===== src/rtl/pc_sequencer.sv =====
// pc_sequencer: next-PC select and fetch stall/flush control; define PC_SEQ_TRAP_EN to add trap entry/return, TRAP_DRAIN and epc.
module pc_sequencer #(
  parameter logic [31:0] RESET_PC     = 32'h0000_0000,
  parameter logic [31:0] TRAP_VECTOR  = 32'h0000_0180,
  parameter int unsigned DRAIN_CYCLES = 2
) (
  input  logic        CLK,
  input  logic        Reset,
  input  logic [31:0] curPC,
  input  logic        if_ready,
  input  logic        id_load_use,
  input  logic        md_busy,
  input  logic        id_jump,
  input  logic [31:0] id_jump_target,
  input  logic        ex_branch_taken,
  input  logic [31:0] ex_branch_target,
  input  logic        exc_req,
  input  logic [31:0] exc_pc,
  input  logic        eret,
  output logic [31:0] PCOut,
  output logic        stall,
  output logic        flush,
  output logic        flush_ifid,
  output logic        flush_idex,
  output logic [31:0] epc,
  output logic [1:0]  state
);
  typedef enum logic [1:0] {RUN = 2'd0, REDIR_PEND = 2'd1, TRAP_DRAIN = 2'd2} state_t;
  state_t st, nxt;
  logic [31:0] pend_pc, nxt_pend, redir_pc;
  logic [3:0] drain_cnt, nxt_drain;
  logic exc, ert, redir, redir_idex;
`ifdef PC_SEQ_TRAP_EN
  assign exc = exc_req;
  assign ert = eret;
  always_ff @(posedge CLK or negedge Reset)
    if (!Reset) epc <= '0;
    else if (st != TRAP_DRAIN && exc_req) epc <= exc_pc;
`else
  logic unused_trap;
  assign unused_trap = ^{exc_req, eret, exc_pc};
  assign exc = 1'b0;
  assign ert = 1'b0;
  assign epc = '0;
`endif
  assign state = st;
  assign redir = ert | ex_branch_taken | id_jump;
  assign redir_pc = ert ? epc : ex_branch_taken ? ex_branch_target : id_jump_target;
  assign redir_idex = !ert && ex_branch_taken;
  always_comb begin
    PCOut = curPC + 32'd4;
    stall = 1'b0;
    flush = 1'b0;
    flush_ifid = 1'b0;
    flush_idex = 1'b0;
    nxt = st;
    nxt_pend = pend_pc;
    nxt_drain = drain_cnt;
    if (!Reset) begin
      PCOut = RESET_PC;
      stall = 1'b1;
    end else if (st == TRAP_DRAIN) begin
      PCOut = curPC;
      stall = 1'b1;
      nxt_drain = drain_cnt - 4'd1;
      nxt = drain_cnt <= 4'd1 ? RUN : TRAP_DRAIN;
    end else if (exc) begin
      PCOut = TRAP_VECTOR;
      flush = 1'b1;
      flush_ifid = 1'b1;
      flush_idex = 1'b1;
      nxt_drain = 4'(DRAIN_CYCLES);
      nxt = DRAIN_CYCLES == 0 ? RUN : TRAP_DRAIN;
    end else if (st == REDIR_PEND) begin
      PCOut = pend_pc;
      stall = !if_ready;
      flush = if_ready;
      nxt = if_ready ? RUN : REDIR_PEND;
    end else if (redir) begin
      // An unready memory turns the redirect into a buffered one retried from REDIR_PEND.
      PCOut = redir_pc;
      stall = !if_ready;
      flush = if_ready;
      flush_ifid = 1'b1;
      flush_idex = redir_idex;
      nxt_pend = if_ready ? pend_pc : redir_pc;
      nxt = if_ready ? RUN : REDIR_PEND;
    end else if (id_load_use) begin
      stall = 1'b1;
      flush_idex = 1'b1;
    end else if (md_busy || !if_ready) begin
      stall = 1'b1;
    end
  end
  always_ff @(posedge CLK or negedge Reset)
    if (!Reset) begin
      st <= RUN;
      pend_pc <= '0;
      drain_cnt <= '0;
    end else begin
      st <= nxt;
      pend_pc <= nxt_pend;
      drain_cnt <= nxt_drain;
    end
endmodule


===== config.mk =====
export PLATFORM = sky130hd
export DESIGN_NAME = pc_sequencer
export DESIGN_NICKNAME = d
export VERILOG_FILES = /design/src/rtl/pc_sequencer.sv
export SDC_FILE = /design/constraint.sdc
export NUM_CORES = 1
export LEC_CHECK = 0
export CORE_MARGIN = 1
export CORE_UTILIZATION = 35
export CTS_CLUSTER_DIAMETER = 150
export DETAILED_ROUTE_END_ITERATION = 7
export PLACE_DENSITY_LB_ADDON = 0.2
export SETUP_SLACK_MARGIN = 0.5
export SLEW_MARGIN = 0
export SYNTH_ARGS = -nofsm -noshare
export SYNTH_HDL_FRONTEND = slang
export SYNTH_SLANG_ARGS = --single-unit

===== constraint.sdc =====
create_clock -name CLK -period 3.2 [get_ports CLK]
set_input_delay 0.64 -clock CLK [delete_from_list [all_inputs] [get_ports CLK]]
set_output_delay 0.64 -clock CLK [all_outputs]
set_load 0.01 [all_outputs]

==> impl_metrics.csv, run 1 <==
group,metric,value,unit
floorplan,initial_core_util,36.43,%
power_and_ir_drop,p_leak,3.200,nW
timing,rsz0062_at_grt,"true",
drt,routed_wirelength,18010,um
timing,final-max-slew-violation-count,0,
drt,dr.first_iter.drc_count,354,
worst_setup_path,crit_top_cell,"or4_4",
drt,vias_per_cell,5.832,
timing,skew,0.007224,ns
floorplan,die_x,106.1,um
worst_setup_path,cp_top_family,"simple AND/OR/NAND/NOR gates",
worst_setup_path,crit_buf_inv,2,
layout,n_antenna_cell,0,
layout,drive_above_1_share,44.02,%
power_and_ir_drop,power_density,305.8,nW/um2
floorplan,pin_count,207,
synth,synth-edff-count,0,
worst_setup_path,worstSetupEndpointType,"output pin",
synth,yosysWarnings,0,
clocking,ctsRootBufferMaster,"clkbuf_8",
worst_setup_path,worstSetupPathType,"input pin to output pin",
worst_setup_path,cp-start-kind,"input pin",
synth,synth.area.top_cells,"dfrtp_1 25%, a21oi_1 8.2%, mux2i_1 7.1%",
timing,whs,0.3419,ns
timing,min_period,3.341,ns
run_status,status,"finished, violations left",
clocking,path_clk_slew,0.08,ns
drt,vias,5325,
drt,wl_per_cell,19.73,um
layout,final_cells,913,
worst_setup_path,cp_slowest_cell,"or4_4",
placed_design,gp_congestion,0.9310,
synth,syn_avg_cell_area,7.470,um2
placed_design,place_area,5946,um2
hold_path,hp-class,"input pin to asynchronous set/reset pin",
floorplan,rows,37,
clocking,clk_latency,0.30,ns
global_route,grt_usage,28.78,%
worst_setup_path,critPathMaxFanout,2,
synth,ys_seq_area_share,25.06,%
layout,synthToLayoutAreaGrowth,92.22,%
timing,hold_violations,0,
global_route,grt_pass1_wl,25450,um
worst_setup_path,cp_cell_sequence,"buf_8 > nand4_4 > or4_4 > or4_4 > or4_4 > a31oi_4 > buf_2",
global_route,grt_max_degree,27,
layout,nets,918,
clocking,clkSinkCount,38,
worst_setup_path,rrSetupSlack,1.19,ns
floorplan,die_h,106.1,um
global_route,grt_overflow,0,
worst_setup_path,max_stage_delay,0.58,ns
floorplan,core,10420,um2
synth,synth_cells,508,
clocking,numCtsBuffers,5,
synth,async_reset_ff_share,100.0,%
global_route,grt_pass1_vias,5077,
drt,dr.pass1.iters,5,
synth,synth_top_area_share,25.06,%
timing,clock.fmax,299.4,MHz
timing,fin_ws,-0.1406,ns
clocking,h-tree-depth,2,
placed_design,placed_cells,846,
synth,ys.flop_type,"dfrtp_1",
placed_design,io_buffers,140,
drt,drc,0,
power_and_ir_drop,vdd_ir_drop_max,211.7,uV
run_status,failed_checks,"setup timing",
layout,design_area,7295,um2
clocking,cts_buffer_depth,2,
global_route,antenna_found_initial,0,
drt,ant_nets,0,
timing,fin_crit_sh,104.4,%
timing,finalSetupViolCount,1,
worst_setup_path,crit_required,2.56,ns
placed_design,hpwl,11270,um
synth,synth_top_cell_by_area,"dfrtp_1",
synth,netlist_area,3795,um2
synth,synth-seq-cells,38,
placed_design,dp_slack,-1.177,ns
layout,final_core_util,70.03,%
clocking,cts_tree,"done",
synth,ys_types,53,
worst_setup_path,cp_data_arrival_time,2.70,ns
run,max_cap_viol_count,0,
floorplan,dieArea,11260,um2
area by class of cell:
cell class	count	area (um2)
Clock inverter	3	45.04
Fill cell	765	3122
Clock buffer	5	68.82
Sequential cell	38	950.9
Tap cell	136	170.2
Timing Repair Buffer	298	2741
Inverter	19	77.57
Multi-Input combinational cell	414	3241
synth_stat cells, types with 5 or more instances:
master    instances
a21oi_1          62
nor2_1           56
o21ai_0          40
dfrtp_1          38
buf_4            33
nand2_1          30
clkbuf_1         29
mux2i_1          27
nand3_1          20
a221oi_1         18
inv_1            18
nor3_1           16
mux2_2           12
nand4_1           7
a31oi_1           6
a211oi_1          5
a22o_1            5
a22oi_1           5
and3_1            5
ha_1              5
nor4_1            5
placed cells by master (no fill, tap or decap), types with 6 or more instances in the layout:
cell type,synthesis,layout
a21oi_1,62,49
a21oi_2,0,12
a221oi_1,18,7
a221oi_4,0,6
buf_12,0,9
buf_2,3,36
buf_4,33,107
buf_6,0,47
buf_8,0,7
clkbuf_2,0,6
clkdlybuf4s50_1,0,75
conb_1,1,32
dfrtp_1,38,38
dlygate4sd2_1,0,6
inv_1,18,14
mux2_2,12,11
mux2i_1,27,27
nand2_1,30,24
nand3_1,20,17
nand4_1,7,7
nor2_1,56,50
nor3_1,16,6
nor3_2,0,8
o21ai_0,40,16
o21ai_1,0,11
o21ai_2,0,6
o21ai_4,0,7
where the power goes:
group | total (mW) | internal (mW) | leakage, nW | switching [mW]
Combinational | 1.14 | 0.582 | 2.71 | 0.557
Sequential | 0.656 | 0.585 | 0.439 | 0.0707
Clock | 0.436 | 0.232 | 0.0504 | 0.204
Total | 2.23 | 1.40 | 3.20 | 0.832
logic make-up after synthesis:
kind of cell / share of synthesized area [%]
multiplexers: 10.68
buffers and inverters: 11.97
AND/OR/NAND/NOR: 20.97
adder cells (fa/ha/maj): 1.649
XOR/XNOR: 1.385
AO/OA/AOI/OAI: 28.19
flip-flops: 25.06
other: 0.09882
path summary, 6_finish.rpt:
| path | to | cells after the start | from |
|---|---|---|---|
| setup / recovery | PCOut[26] | 7 | curPC[7] |
| hold / removal | pend_pc[19] | 2 | Reset |
| setup reg to reg | pend_pc[2] | 9 | state[0] |
| hold reg to reg | pend_pc[3] | 1 | pend_pc[3] |
| max in group asynchronous | pend_pc[25] | 3 | Reset |
| min in group CLK | pend_pc[3] | 1 | pend_pc[3] |
per-layer routing:
| layer | vias to the layer above | GRT usage [%] | part of all wire (%) |
|---|---|---|---|
| li1 | 2353 | - | - |
| met1 | 2597 | 33.57 | 39 |
| met2 | 310 | 51.16 | 50 |
| met3 | 65 | 5.825 | 7.1 |
| met4 | 0 | 11.51 | 4.1 |
| met5 | - | 0 | 0 |
flip-flops by register name, indices dropped and copies added (netlist names):
name and cells:
pend_pc 32, state 2, drain_cnt 4
through the flow:
step	total power, mW	setup TNS, ns
floorplan	1.092	0
global placement	1.531	-11.97
detailed placement	1.556	-12.72
CTS	2.110	-0.09683
global route	2.335	-0.1501
finish	2.231	-0.1406
repair_timing:
action / in CTS / in global routing
pin swaps: 69 / 38
hold buffers: 0 / 0
setup endpoints to repair: 36 / 32
gates resized for setup: 362 / 97
setup buffers: 44 / 13
cloned: 2 / 0
No activity file was read; power rests on OpenSTA's default activity.
==> run 2: changes to the inputs <==
Settings changed: MAX_ROUTING_LAYER set to met4.
==> run 2 against run 1 <==
  * The run still ends with setup timing left
  * Sequential cell count did not move
  * Die area unchanged
  * Non-clock buffer count shrank 6
  * Clock skew decreased by 0.0034 ns
  * Worst hold slack better by 0.086 ns
  * Fmax is 2.0% higher
  * Register-to-register slack worse by 0.10 ns
  * Cell area increased by 0.29%
  * Power rose by 1.7%
  * Via count shrank 4.2%
  * Clock power about the same
==> impl_metrics.csv, run 2 (synthesis results as in run 1) <==
group,metric,value,unit
clocking,clkSinkCount,38,
timing,fin_crit_sh,102.4,%
timing,clock.fmax,305.2,MHz
layout,synthToLayoutAreaGrowth,92.78,%
global_route,grt_pass1_vias,4692,
worst_setup_path,crit_path_end,"PCOut[26]",
floorplan,rows,37,
layout,nFillCells,800,
worst_setup_path,rrSetupSlack,1.09,ns
layout,multi_input_area,3236,um2
worst_setup_path,r2r_start,"state[0]",
global_route,grt_pass1_wl,23810,um
layout,final_cell_mix,"97 x buf_4, 71 x clkdlybuf4s50_1, 64 x buf_6",
timing,fin_ws,-0.07633,ns
timing,skew,0.003782,ns
power_and_ir_drop,p_leak,3.216,nW
placed_design,gp_congestion,0.9305,
layout,largest_reg_flops,32,
floorplan,die_h,106.1,um
clocking,clk_latency,0.30,ns
clocking,numCtsBuffers,5,
worst_setup_path,crit_required,2.56,ns
floorplan,pin_count,207,
timing,rsz0062_at_grt,"true",
run_status,failed_checks,"setup timing",
hold_path,hp-class,"input pin to asynchronous set/reset pin",
worst_setup_path,cp_slowest_cell,"or4_4",
drt,vias,5103,
power_and_ir_drop,vdd_ir_drop_max,188.1,uV
drt,dr.pass1.iters,5,
global_route,grt_overflow,0,
layout,nets,913,
worst_setup_path,critPathMaxFanout,3,
worst_setup_path,cp_cell_sequence,"buf_8 > ha_4 > nand3_4 > or4_4 > or4_4 > or4_4 > a31oi_4 > buf_6",
drt,drc,0,
clocking,postCtsHoldBufs,0,
drt,ant_nets,0,
placed_design,io_buffers,140,
floorplan,core,10420,um2
drt,dr.first_iter.drc_count,416,
worst_setup_path,crit_path_start,"curPC[3]",
worst_setup_path,rr_worst_depth,11,
timing,min_period,3.276,ns
run,max_cap_viol_count,0,
drt,wl_per_cell,18.75,um
clocking,ctsRootBufferMaster,"clkbuf_8",
clocking,h-tree-depth,2,
power_and_ir_drop,power_density,310.1,nW/um2
power_and_ir_drop,power,2.269,mW
global_route,antenna_found_initial,1,
placed_design,hpwl,11250,um
worst_setup_path,crit_top_cell,"or4_4",
clocking,cts_buffer_depth,2,
drt,routed.top_layer,"met4",
placed_design,dp_slack,-1.144,ns
layout,final_cells,909,
layout,final_common_cell,"buf_4",
layout,seq_area,950.9,um2
run_status,status,"finished, violations left",
placed_design,placed_cells,842,
worst_setup_path,max_stage_delay,0.50,ns
floorplan,dieArea,11260,um2
timing,hold_violations,0,
worst_setup_path,worstSetupPathType,"input pin to output pin",
global_route,grt_usage,27.69,%
floorplan,initial_core_util,36.43,%
drt,routed_wirelength,17040,um
global_route,grt_max_degree,33,
layout,top_register,"pend_pc",
drt,drt-met1-wl,6733,um
worst_setup_path,worstSetupEndpointType,"output pin",
clocking,cts_tree,"done",
drt,route.met3.wl,1469,um
worst_setup_path,reg2reg_to,"state[1]",
layout,drive_above_1_share,43.13,%
timing,final-max-slew-violation-count,0,
floorplan,die_x,106.1,um
timing,finalSetupViolCount,1,
drt,routed-wl-met2,8292,um
worst_setup_path,cp_data_arrival_time,2.64,ns
clocking,path_clk_slew,0.09,ns
worst_setup_path,cp-start-kind,"input pin",
drt,vias_per_cell,5.614,
run 2: what timing repair did:
item	4_1_cts	5_1_grt
endpoints found under the hold margin	0	0
endpoints found under the setup margin	36	32
resized for setup	361	126
setup buffers	26	29
pin swaps	48	52
gates cloned	0	3
run 2: worst min path at each step:
stage | cells past startpoint | slack, ns | to
4_1_cts | 2 | 0.35 | pend_pc[29]
2_1_floorplan | 0 | 0.34 | drain_cnt[0]
3_5_place_dp | 1 | 0.47 | drain_cnt[3]
6_report | 2 | 0.43 | drain_cnt[3]
3_3_place_gp | 1 | 0.46 | drain_cnt[3]
5_1_grt | 2 | 0.43 | pend_pc[26]
run 2: stage by stage:
| stage | TNS [ns] | hold slack [ns] | instance area (um2) | util, % |
|---|---|---|---|---|
| after detailed placement | -14.13 | 0.4737 | 5878 | 56.43 |
| after CTS | -0.06915 | 0.3549 | 6525 | 62.64 |
| after global placement | -14.00 | 0.4610 | 5878 | 56.43 |
| after floorplan | 0 | 0.3444 | 3974 | - |
| after global routing | -0.1206 | 0.4346 | 7316 | 70.23 |
| final | -0.07633 | 0.4282 | 7316 | 70.23 |
run 2: power by group:
part / internal [mW] / switching, mW / total, mW
sequential: 0.585 / 0.0777 / 0.663
clock: 0.232 / 0.206 / 0.439
combinational: 0.614 / 0.553 / 1.17
run 2: layout make-up:
class | instances | share of cell area [%]
multi-input combinational | 415 | 44.23
timing repair buffer | 292 | 37.63
sequential | 38 | 13.00
tap | 136 | 2.326
inverter | 19 | 1.231
clock buffer | 5 | 0.9407
clock inverter | 3 | 0.6157
antenna | 1 | 0.03421
run 2: worst max-delay path: cells and delay by family:
| family | cells | cell delay (ns) |
|---|---|---|
| AND/OR/NAND/NOR | 4 | 1.47 |
| buffers and inverters | 2 | 0.20 |
| AO/OA/AOI/OAI | 1 | 0.17 |
| adder cells (fa/ha/maj) | 1 | 0.14 |
run 2: layer usage:
metal,GRT usage (%),vias to the layer above
met3,5.212,49
met5,-,-
met4,9.028,0
li1,-,2353
met1,34.50,2413
met2,45.13,288
==> run 3: changes to the inputs <==
Settings changed: CORE_UTILIZATION 35 to 36, PLACE_DENSITY set to 0.86, PLACE_DENSITY_LB_ADDON 0.2 to unset.
==> run 3 against run 2 <==
  * The run still ends with setup timing left
  * Critical path type unchanged
  * Largest cell class unchanged
  * Power down 0.25%
  * Sequential share of layout area down 0.32 points
  * Non-clock buffer count up 15
==> impl_metrics.csv, run 3 (synthesis results as in run 1) <==
group,metric,value,unit
run_status,status,"finished, violations left",
run_status,failed_checks,"setup timing",
drt,ant_nets,0,
placed_design,place_area,5986,um2
layout,n_antenna_cell,0,
power_and_ir_drop,combPwrFrac,54.4,%
timing,hold_violations,0,
floorplan,die_h,104.7,um
placed_design,io_buffers,140,
layout,design_area,7502,um2
layout,drive_above_1_share,45.24,%
placed_design,placed_cells,848,
floorplan,core,10280,um2
worst_setup_path,rr_worst_depth,11,
drt,drc,0,
clocking,clk_latency,0.30,ns
worst_setup_path,cp-start-kind,"input pin",
worst_setup_path,cp_cell_sequence,"buf_8 > ha_4 > nand3_2 > or4_4 > or4_4 > or4_4 > a31oi_4 > buf_2",
timing,whs,0.3457,ns
floorplan,initial_core_util,36.92,%
drt,dr.first_iter.drc_count,389,
clocking,clkSinkCount,38,
worst_setup_path,reg2reg_to,"state[0]",
global_route,grt_pass1_vias,5167,
clocking,path_clk_slew,0.08,ns
timing,final-max-slew-violation-count,0,
clocking,cts_buffer_depth,2,
drt,dr.pass1.iters,7,
power_and_ir_drop,vdd_ir_drop_max,266.6,uV
global_route,grt_pass1_wl,26500,um
timing,finalSetupViolCount,1,
drt,routed_wirelength,19680,um
layout,largest_reg_flops,32,
timing,clock.fmax,309.2,MHz
power_and_ir_drop,p_leak,3.257,nW
global_route,grt_usage,31.33,%
worst_setup_path,crit_top_cell,"or4_4",
worst_setup_path,crit_required,2.56,ns
clocking,cts_tree,"done",
power_and_ir_drop,intPower,1.376,mW
global_route,grt_max_degree,59,
timing,fin_crit_sh,101.1,%
hold_path,hp-class,"input pin to asynchronous set/reset pin",
layout,multi_input_area,3323,um2
placed_design,hpwl,11620,um
worst_setup_path,worstSetupPathType,"input pin to output pin",
power_and_ir_drop,p_sw,0.8870,mW
worst_setup_path,r2r_start,"state[0]",
power_and_ir_drop,power,2.263,mW
layout,final_common_cell,"buf_4",
timing,fin_ws,-0.03462,ns
layout,synthToLayoutAreaGrowth,97.69,%
timing,min_period,3.235,ns
layout,top_register,"pend_pc",
layout,nets,928,
worst_setup_path,rrSetupSlack,1.09,ns
layout,seq_area,950.9,um2
worst_setup_path,worstSetupEndpointType,"output pin",
floorplan,dieArea,10960,um2
drt,vias_per_cell,6.059,
clocking,ctsRootBufferMaster,"clkbuf_8",
worst_setup_path,max_stage_delay,0.49,ns
power_and_ir_drop,pwr-share-seq,29.6,%
power_and_ir_drop,p_sw_share,39.19,%
worst_setup_path,cp_data_arrival_time,2.59,ns
layout,nFillCells,687,
placed_design,gp_congestion,0.9683,
floorplan,rows,37,
drt,vias,5592,
power_and_ir_drop,power_density,301.7,nW/um2
drt,wl_per_cell,21.32,um
run,max_cap_viol_count,0,
timing,worstMarginPinSlew,0.6716,ns
global_route,grt_overflow,0,
floorplan,pin_count,207,
clocking,postCtsHoldBufs,0,
timing,skew,0.005008,ns
worst_setup_path,cp_slowest_cell,"or4_4",
timing,tns,-0.03462,ns
power_and_ir_drop,p_clk_share,16.1,%
clocking,h-tree-depth,2,
clocking,numCtsBuffers,5,
layout,final_cell_mix,"103 x buf_4, 71 x clkdlybuf4s50_1, 60 x buf_6",
worst_setup_path,critPathMaxFanout,2,
floorplan,die_x,104.7,um
timing,rsz0062_at_grt,"true",
global_route,antenna_found_initial,0,
layout,final_cells,923,
timing,slew_headroom,55.23,%
==> run 3: area by class of cell <==
class	count	share of cell area, %
Clock buffer	6	1.101
Clock inverter	2	0.1668
Inverter	19	1.034
Multi-Input combinational cell	414	44.30
Sequential cell	38	12.68
Tap cell	136	2.268
Timing Repair Buffer	307	38.36
Timing Repair inverter	1	0.1001
==> run 3: layer usage <==
| metal | wire length [um] | vias to the layer above | global-route usage, % |
|---|---|---|---|
| li1 | - | 2383 | - |
| met1 | 7074 | 2650 | 37.50 |
| met2 | 9608 | 430 | 53.45 |
| met3 | 1741 | 129 | 4.242 |
| met4 | 1258 | 0 | 11.87 |
| met5 | 0 | - | - |
==> run 3: how the worst max path moves through the flow <==
stage,start,endpoint,cells past startpoint
2_1_floorplan,curPC[2],PCOut[26],6
3_3_place_gp,curPC[2],PCOut[26],8
3_5_place_dp,curPC[6],PCOut[26],7
4_1_cts,curPC[3],PCOut[26],8
5_1_grt,curPC[3],PCOut[26],8
6_report,curPC[3],PCOut[26],8
==> run 3: what timing repair did <==
item,4_1_cts,5_1_grt
cloned,3,0
gates resized for setup,348,147
endpoints found under the setup margin,36,35
pin swaps,48,60
setup buffers,39,25
==> run 3: power by group through the flow <==
stage	sequential (mW)	combinational, mW	clock (mW)
final	0.669	1.23	0.363
after detailed placement	0.651	0.942	0
after floorplan	0.635	0.456	0
after CTS	0.651	1.03	0.361
after global placement	0.642	0.923	0
after global routing	0.677	1.30	0.382
==> run 3: worst max-delay path: cells and delay by family <==
kind	cells	cell delay [ns]
AO/OA/AOI/OAI	1	0.16
adder cells (fa/ha/maj)	1	0.13
buffers and inverters	2	0.23
AND/OR/NAND/NOR	4	1.43
==> run 3: per-stage QoR <==
| stage | util, % | worst slack, ns |
|---|---|---|
| after floorplan | - | 0.01038 |
| after global placement | 58.24 | -1.101 |
| after detailed placement | 58.24 | -1.139 |
| after CTS | 65.38 | -0.04180 |
| after global routing | 73.00 | -0.06857 |
| final | 73.00 | -0.03462 |
